File: config.mk
export PLATFORM = sky130hd
export DESIGN_NAME = johnson_decoder
export DESIGN_NICKNAME = d
export VERILOG_FILES = /design/src/rtl/johnson_decoder.sv
export SDC_FILE = /design/constraint.sdc
export NUM_CORES = 1
export LEC_CHECK = 0
export BUFFER_PORTS_ARGS = -buffer_cell sky130_fd_sc_hd__buf_2
export CELL_PAD_IN_SITES_DETAIL_PLACEMENT = 0
export CELL_PAD_IN_SITES_GLOBAL_PLACEMENT = 1
export CORE_ASPECT_RATIO = 2
export CORE_MARGIN = 2
export CORE_UTILIZATION = 29
export DETAILED_ROUTE_END_ITERATION = 10
export PLACE_DENSITY_LB_ADDON = 0.05
export SLEW_MARGIN = 30
export SYNTH_ARGS = -nofsm -noshare
export SYNTH_HDL_FRONTEND = slang
export SYNTH_SLANG_ARGS = --single-unit
File: constraint.sdc
create_clock -name clk -period 4.3 [get_ports clk]
set_clock_uncertainty 0.2 [all_clocks]
set_input_delay 0.43 -clock clk [delete_from_list [all_inputs] [get_ports clk]]
set_output_delay 0.43 -clock clk [all_outputs]
set_load 0.01 [all_outputs]
File: src/rtl/johnson_decoder.sv
// Receive-side decoder and sequence checker for a 4-bit Johnson counter bus.
// Tracks lock on the legal 8-state walk, counts sequence errors and flags ring wrap.
module johnson_decoder #(
  parameter int WIDTH    = 4,
  parameter int LOCK_CNT = 2,
  parameter int ERR_W    = 8
) (
  input  logic             clk,
  input  logic             rst_n,
  input  logic [WIDTH-1:0] code_in,
  input  logic             code_valid,
  output logic [2:0]       idx,
  output logic             idx_valid,
  output logic             locked,
  output logic             err,
  output logic             wrap,
  output logic [ERR_W-1:0] err_cnt
);

  typedef enum logic {UNLOCKED, LOCKED} state_t;

  localparam logic [3:0] LOCK_THR = 4'(LOCK_CNT);

  state_t     state, state_nx;
  logic [2:0] prev_idx, prev_idx_nx;
  logic       prev_valid, prev_valid_nx;
  logic [2:0] run_cnt, run_cnt_nx;
  logic [2:0] idx_nx;
  logic       idx_valid_nx, err_nx, wrap_nx, cnt_inc;
  logic [2:0] pop;
  logic [2:0] code_idx;
  logic       legal;
  logic [2:0] next_of_prev;

  // Decode: MSB set counts ones directly, MSB clear counts down from 8.
  always_comb begin
    pop = 3'(code_in[0]) + 3'(code_in[1]) + 3'(code_in[2]) + 3'(code_in[3]);
    if (code_in == '0)
      code_idx = 3'd0;
    else if (code_in[3])
      code_idx = pop;
    else
      code_idx = 3'(4'd8 - {1'b0, pop});
    case (code_in)
      4'b0000, 4'b1000, 4'b1100, 4'b1110,
      4'b1111, 4'b0111, 4'b0011, 4'b0001: legal = 1'b1;
      default:                            legal = 1'b0;
    endcase
  end

  always_ff @(posedge clk) begin
    if (rst_n) state <= UNLOCKED;
    else       state <= state_nx;
  end

  always_comb begin
    state_nx      = state;
    prev_idx_nx   = prev_idx;
    prev_valid_nx = prev_valid;
    run_cnt_nx    = run_cnt;
    idx_nx        = idx;
    idx_valid_nx  = 1'b0;
    err_nx        = 1'b0;
    wrap_nx       = 1'b0;
    cnt_inc       = 1'b0;
    next_of_prev  = 3'(prev_idx + 3'd1);
    if (code_valid) begin
      if (!legal) begin
        err_nx     = 1'b1;
        cnt_inc    = 1'b1;
        run_cnt_nx = 3'd0;
        state_nx   = UNLOCKED;
      end else begin
        idx_nx        = code_idx;
        idx_valid_nx  = 1'b1;
        prev_idx_nx   = code_idx;
        prev_valid_nx = 1'b1;
        case (state)
          UNLOCKED: begin
            // The first legal sample after reset only seeds prev_idx.
            if (prev_valid && code_idx == next_of_prev) begin
              if (({1'b0, run_cnt} + 4'd1) >= LOCK_THR) begin
                state_nx   = LOCKED;
                run_cnt_nx = 3'd0;
              end else begin
                run_cnt_nx = 3'(run_cnt + 3'd1);
              end
            end else if (!(prev_valid && code_idx == prev_idx)) begin
              run_cnt_nx = 3'd0;
            end
          end
          LOCKED: begin
            if (code_idx == prev_idx) begin
              state_nx = LOCKED;
            end else if (code_idx == next_of_prev) begin
              wrap_nx = (prev_idx == 3'd7);
            end else begin
              err_nx     = 1'b1;
              cnt_inc    = 1'b1;
              run_cnt_nx = 3'd0;
              state_nx   = UNLOCKED;
            end
          end
          default: state_nx = UNLOCKED;
        endcase
      end
    end
  end

  // locked mirrors the state register, so it follows a lock decision by one cycle.
  always_ff @(posedge clk) begin
    if (rst_n) begin
      prev_idx   <= 3'd0;
      prev_valid <= 1'b0;
      run_cnt    <= 3'd0;
      idx        <= 3'd0;
      idx_valid  <= 1'b0;
      err        <= 1'b0;
      wrap       <= 1'b0;
      locked     <= 1'b0;
      err_cnt    <= '0;
    end else begin
      prev_idx   <= prev_idx_nx;
      prev_valid <= prev_valid_nx;
      run_cnt    <= run_cnt_nx;
      idx        <= idx_nx;
      idx_valid  <= idx_valid_nx;
      err        <= err_nx;
      wrap       <= wrap_nx;
      locked     <= (state == LOCKED);
      if (cnt_inc && err_cnt != '1)
        err_cnt <= err_cnt + 1'b1;
    end
  end

endmodule

==> metrics.txt <==
Final Wtd Congestion ~0.74; Post-Synthesis Cells ~140; initial antenna violation count 0; Critical Path Sink Type register; setup_tns 0 ps; synth warn 0; most frequent cell after synthesis dfxtp_1; total congestion overflow 0; core area approximately 4300 um2; WS Path Type in2reg; Netlist cell types 45; Post-synth EDFFs 0; cell mode on critical path ha_1; Antenna diodes 0; IO buf count 21; crit share post-route about 88%; final core utilization a little over a third; CTS resizes 0; peak supply drop about 0.14 mV; ANT nets after route 0; Worst-path clk slew around 70 ps; vias per inst between 4 and 5; RSZ-0062 raised after global routing false; max-cap violation count 0; Hold Fails Final Rpt 0; CTS tree yes; Sw Pwr 131 uW; largest area contributor in the netlist dfxtp_1; Worst path max stage delay ~540 ps; CTS sink cnt 20; Worst Path Max Fanout 10; relative slew slack about three fifths; run status finished clean; WP buf/inv 2; DP Wirelength 2390 um; area share of the largest cell type after synthesis 30.5%; fill count between 500 and 600; via count approximately 1100; Worst EP required roughly 4300 ps; multi-input logic area 843 um2; share of synthesized flip-flops with an asynchronous set or reset 0%; final WL 3010 um; top_reg_cell synth dfxtp_1; Slew @ Worst Pin about 580 ps; Post-CTS Setup Bufs 0; leakage ~0.0007 uW; Slowest-stage cell, CP o311ai_2; initial core utilization 30.2%; logic gate share of total power 21.9%; synth-to-layout area growth 15.9%; Final setup viols 0; sequential-to-total area share from yosys stat between 30% and 40%; Post-CTS Hold Fix Bufs 0; WL per Instance about 14 um; width of the die between 50 and 60 um; Sw Share between 20% and 30%; Worst setup SP type primary input; FP Rows 34; Synth Cell Area 1310 um2; die height 99.1 um; CTS max path bufs 2; first-pass GRT wire length slightly above 5000 um; vias in the first global route ~1100; Internal 362 uW; clock power share 38.4%; synth top area cells dfxtp_1 (31%), ha_1 (8.6%), nor2_1 (4.9%); CP arrival roughly 3700 ps; layout cells sized above 1 27.2%; Seq. cell area roughly 400 um2; Final Max Tran Viols 0; die area 5110 um2; Root Driver clkbuf_8; GRT Total Usage between 10% and 20%; critical-path cell list buf_2 > fa_1 > ha_1 > ha_1 > inv_1 > ha_1 > nor2b_1 > a22o_2 > xor2_1 > nor2_1 > o311ai_2 > and4_1 > mux2_1; initial drt markers 16; nets@finish 180; Cell Pwr Density between 300 and 400 nW/um2; Commonest cells post-synth dfxtp_1 (20), nor2_1 (17), ha_1 (9), nand2_1 (8), nor2b_1 (8); Sequential Power Share between 30% and 40%; Peak Freq approximately 0.27 GHz; syn avg cell area about 9.3 um2; largest net degree at the start of global routing 27; DRC viols 0; Post-Syn Nets 158; Num CTS Buffers 3; min cycle time layout 3770 ps; num ports 22; #FFs+latches synth 20; Worst-Skew Late Latency 260 ps; TritonRoute pass-1 iters 4; Hold Crit Class reg2reg; CP delay by family, top adder cells; CTS H-Tree Depth 1
worst reg2reg max path, cell delays in order, from the launching register on:
cell and delay (ps):
dfxtp_1 360, ha_1 210, ha_1 300, o221a_1 130
a21oi_1 160, nor2_1 80, o311ai_2 540, and4_1 300
mux2_1 310
registers in the layout, indices dropped and copies added (netlist names):
| signal | count |
|---|---|
| idx_valid | 1 |
| prev_valid | 1 |
| err | 1 |
| locked | 1 |
| prev_idx | 3 |
| wrap | 1 |
| run_cnt | 3 |
| err_cnt | 8 |
| state | 1 |
logic make-up (layout without fill, tap and decap cells):
family	count (synthesis)	after routing	synth area share, %
AOI/OAI and AO/OA	26	26	15.5
xor gates and xnor gates	3	3	2.57
adders and majority gates	10	10	10.1
buffers and inverters	12	33	5.24
DFF	20	20	30.5
muxes	10	10	9.15
and+or+nand+nor	60	60	26.9
stage by stage:
stage / hold slack (ps) / instances / instance area, um2 / setup WS [ps] / power, uW
5_1_grt: 314 / 216 / 1520 / 258 / 523
2_1_floorplan: 252 / 141 / 1310 / 866 / 283
6_report: 290 / 216 / 1520 / 530 / 493
3_3_place_gp: 266 / 212 / 1450 / 227 / 311
4_1_cts: 291 / 216 / 1520 / 480 / 504
3_5_place_dp: 279 / 212 / 1450 / 203 / 311
power by group through the flow:
stage	logic, uW	clock network, uW	registers (uW)
2_1_floorplan	81.3	0	202
3_3_place_gp	111	0	201
3_5_place_dp	111	0	201
4_1_cts	111	197	196
5_1_grt	121	205	197
6_report	108	189	196
final cells by class:
cell class | instances | share of cell area, %
clock buffer | 3 | 2.71
clock inverter | 1 | 1.97
inverter | 7 | 1.73
multi-input combinational | 109 | 55.4
sequential | 20 | 26.3
tap | 54 | 4.44
timing repair buffer | 22 | 7.40
final timing paths:
check | cells past startpoint | to | from | slack [ps]
setup / recovery | 13 | err_cnt[3]$_SDFFE_PP0P_ | code_in[3] | 530
hold / removal | 2 | run_cnt[1]$_SDFFE_PP0P_ | run_cnt[1]$_SDFFE_PP0P_ | 290
setup reg to reg | 8 | err_cnt[3]$_SDFFE_PP0P_ | prev_idx[0]$_SDFFE_PP0P_ | 1590
hold reg to reg | 2 | run_cnt[1]$_SDFFE_PP0P_ | run_cnt[1]$_SDFFE_PP0P_ | 290
routing by layer:
layer / GRT usage, % / vias to the layer above / part of all wire [%]
met5: 0 / - / 0
met2: 26.6 / 15 / 61
met1: 12.5 / 494 / 35
li1: - / 545 / -
met3: 1.95 / 4 / 2.4
met4: 4.86 / 0 / 1.5
layout by cell type, fill, tap and decap left out, types with 2 or more instances in the layout:
cell / count
a31oi_1: 2
nor2b_1: 8
mux2_1: 3
ha_1: 9
and4_1: 2
o2111ai_1: 2
xor2_1: 2
o21ai_0: 3
buf_2: 21
nor2_1: 17
mux2_4: 3
mux2i_1: 3
o311ai_2: 2
nand2b_1: 2
nor3b_1: 2
nand2_1: 8
and3_1: 5
o21a_1: 2
clkbuf_8: 3
a21oi_1: 7
nand3_2: 2
inv_1: 7
dfxtp_1: 20
and2_1: 2
a311oi_1: 2
nand3_1: 3
Power figures use the tool's default switching activity.
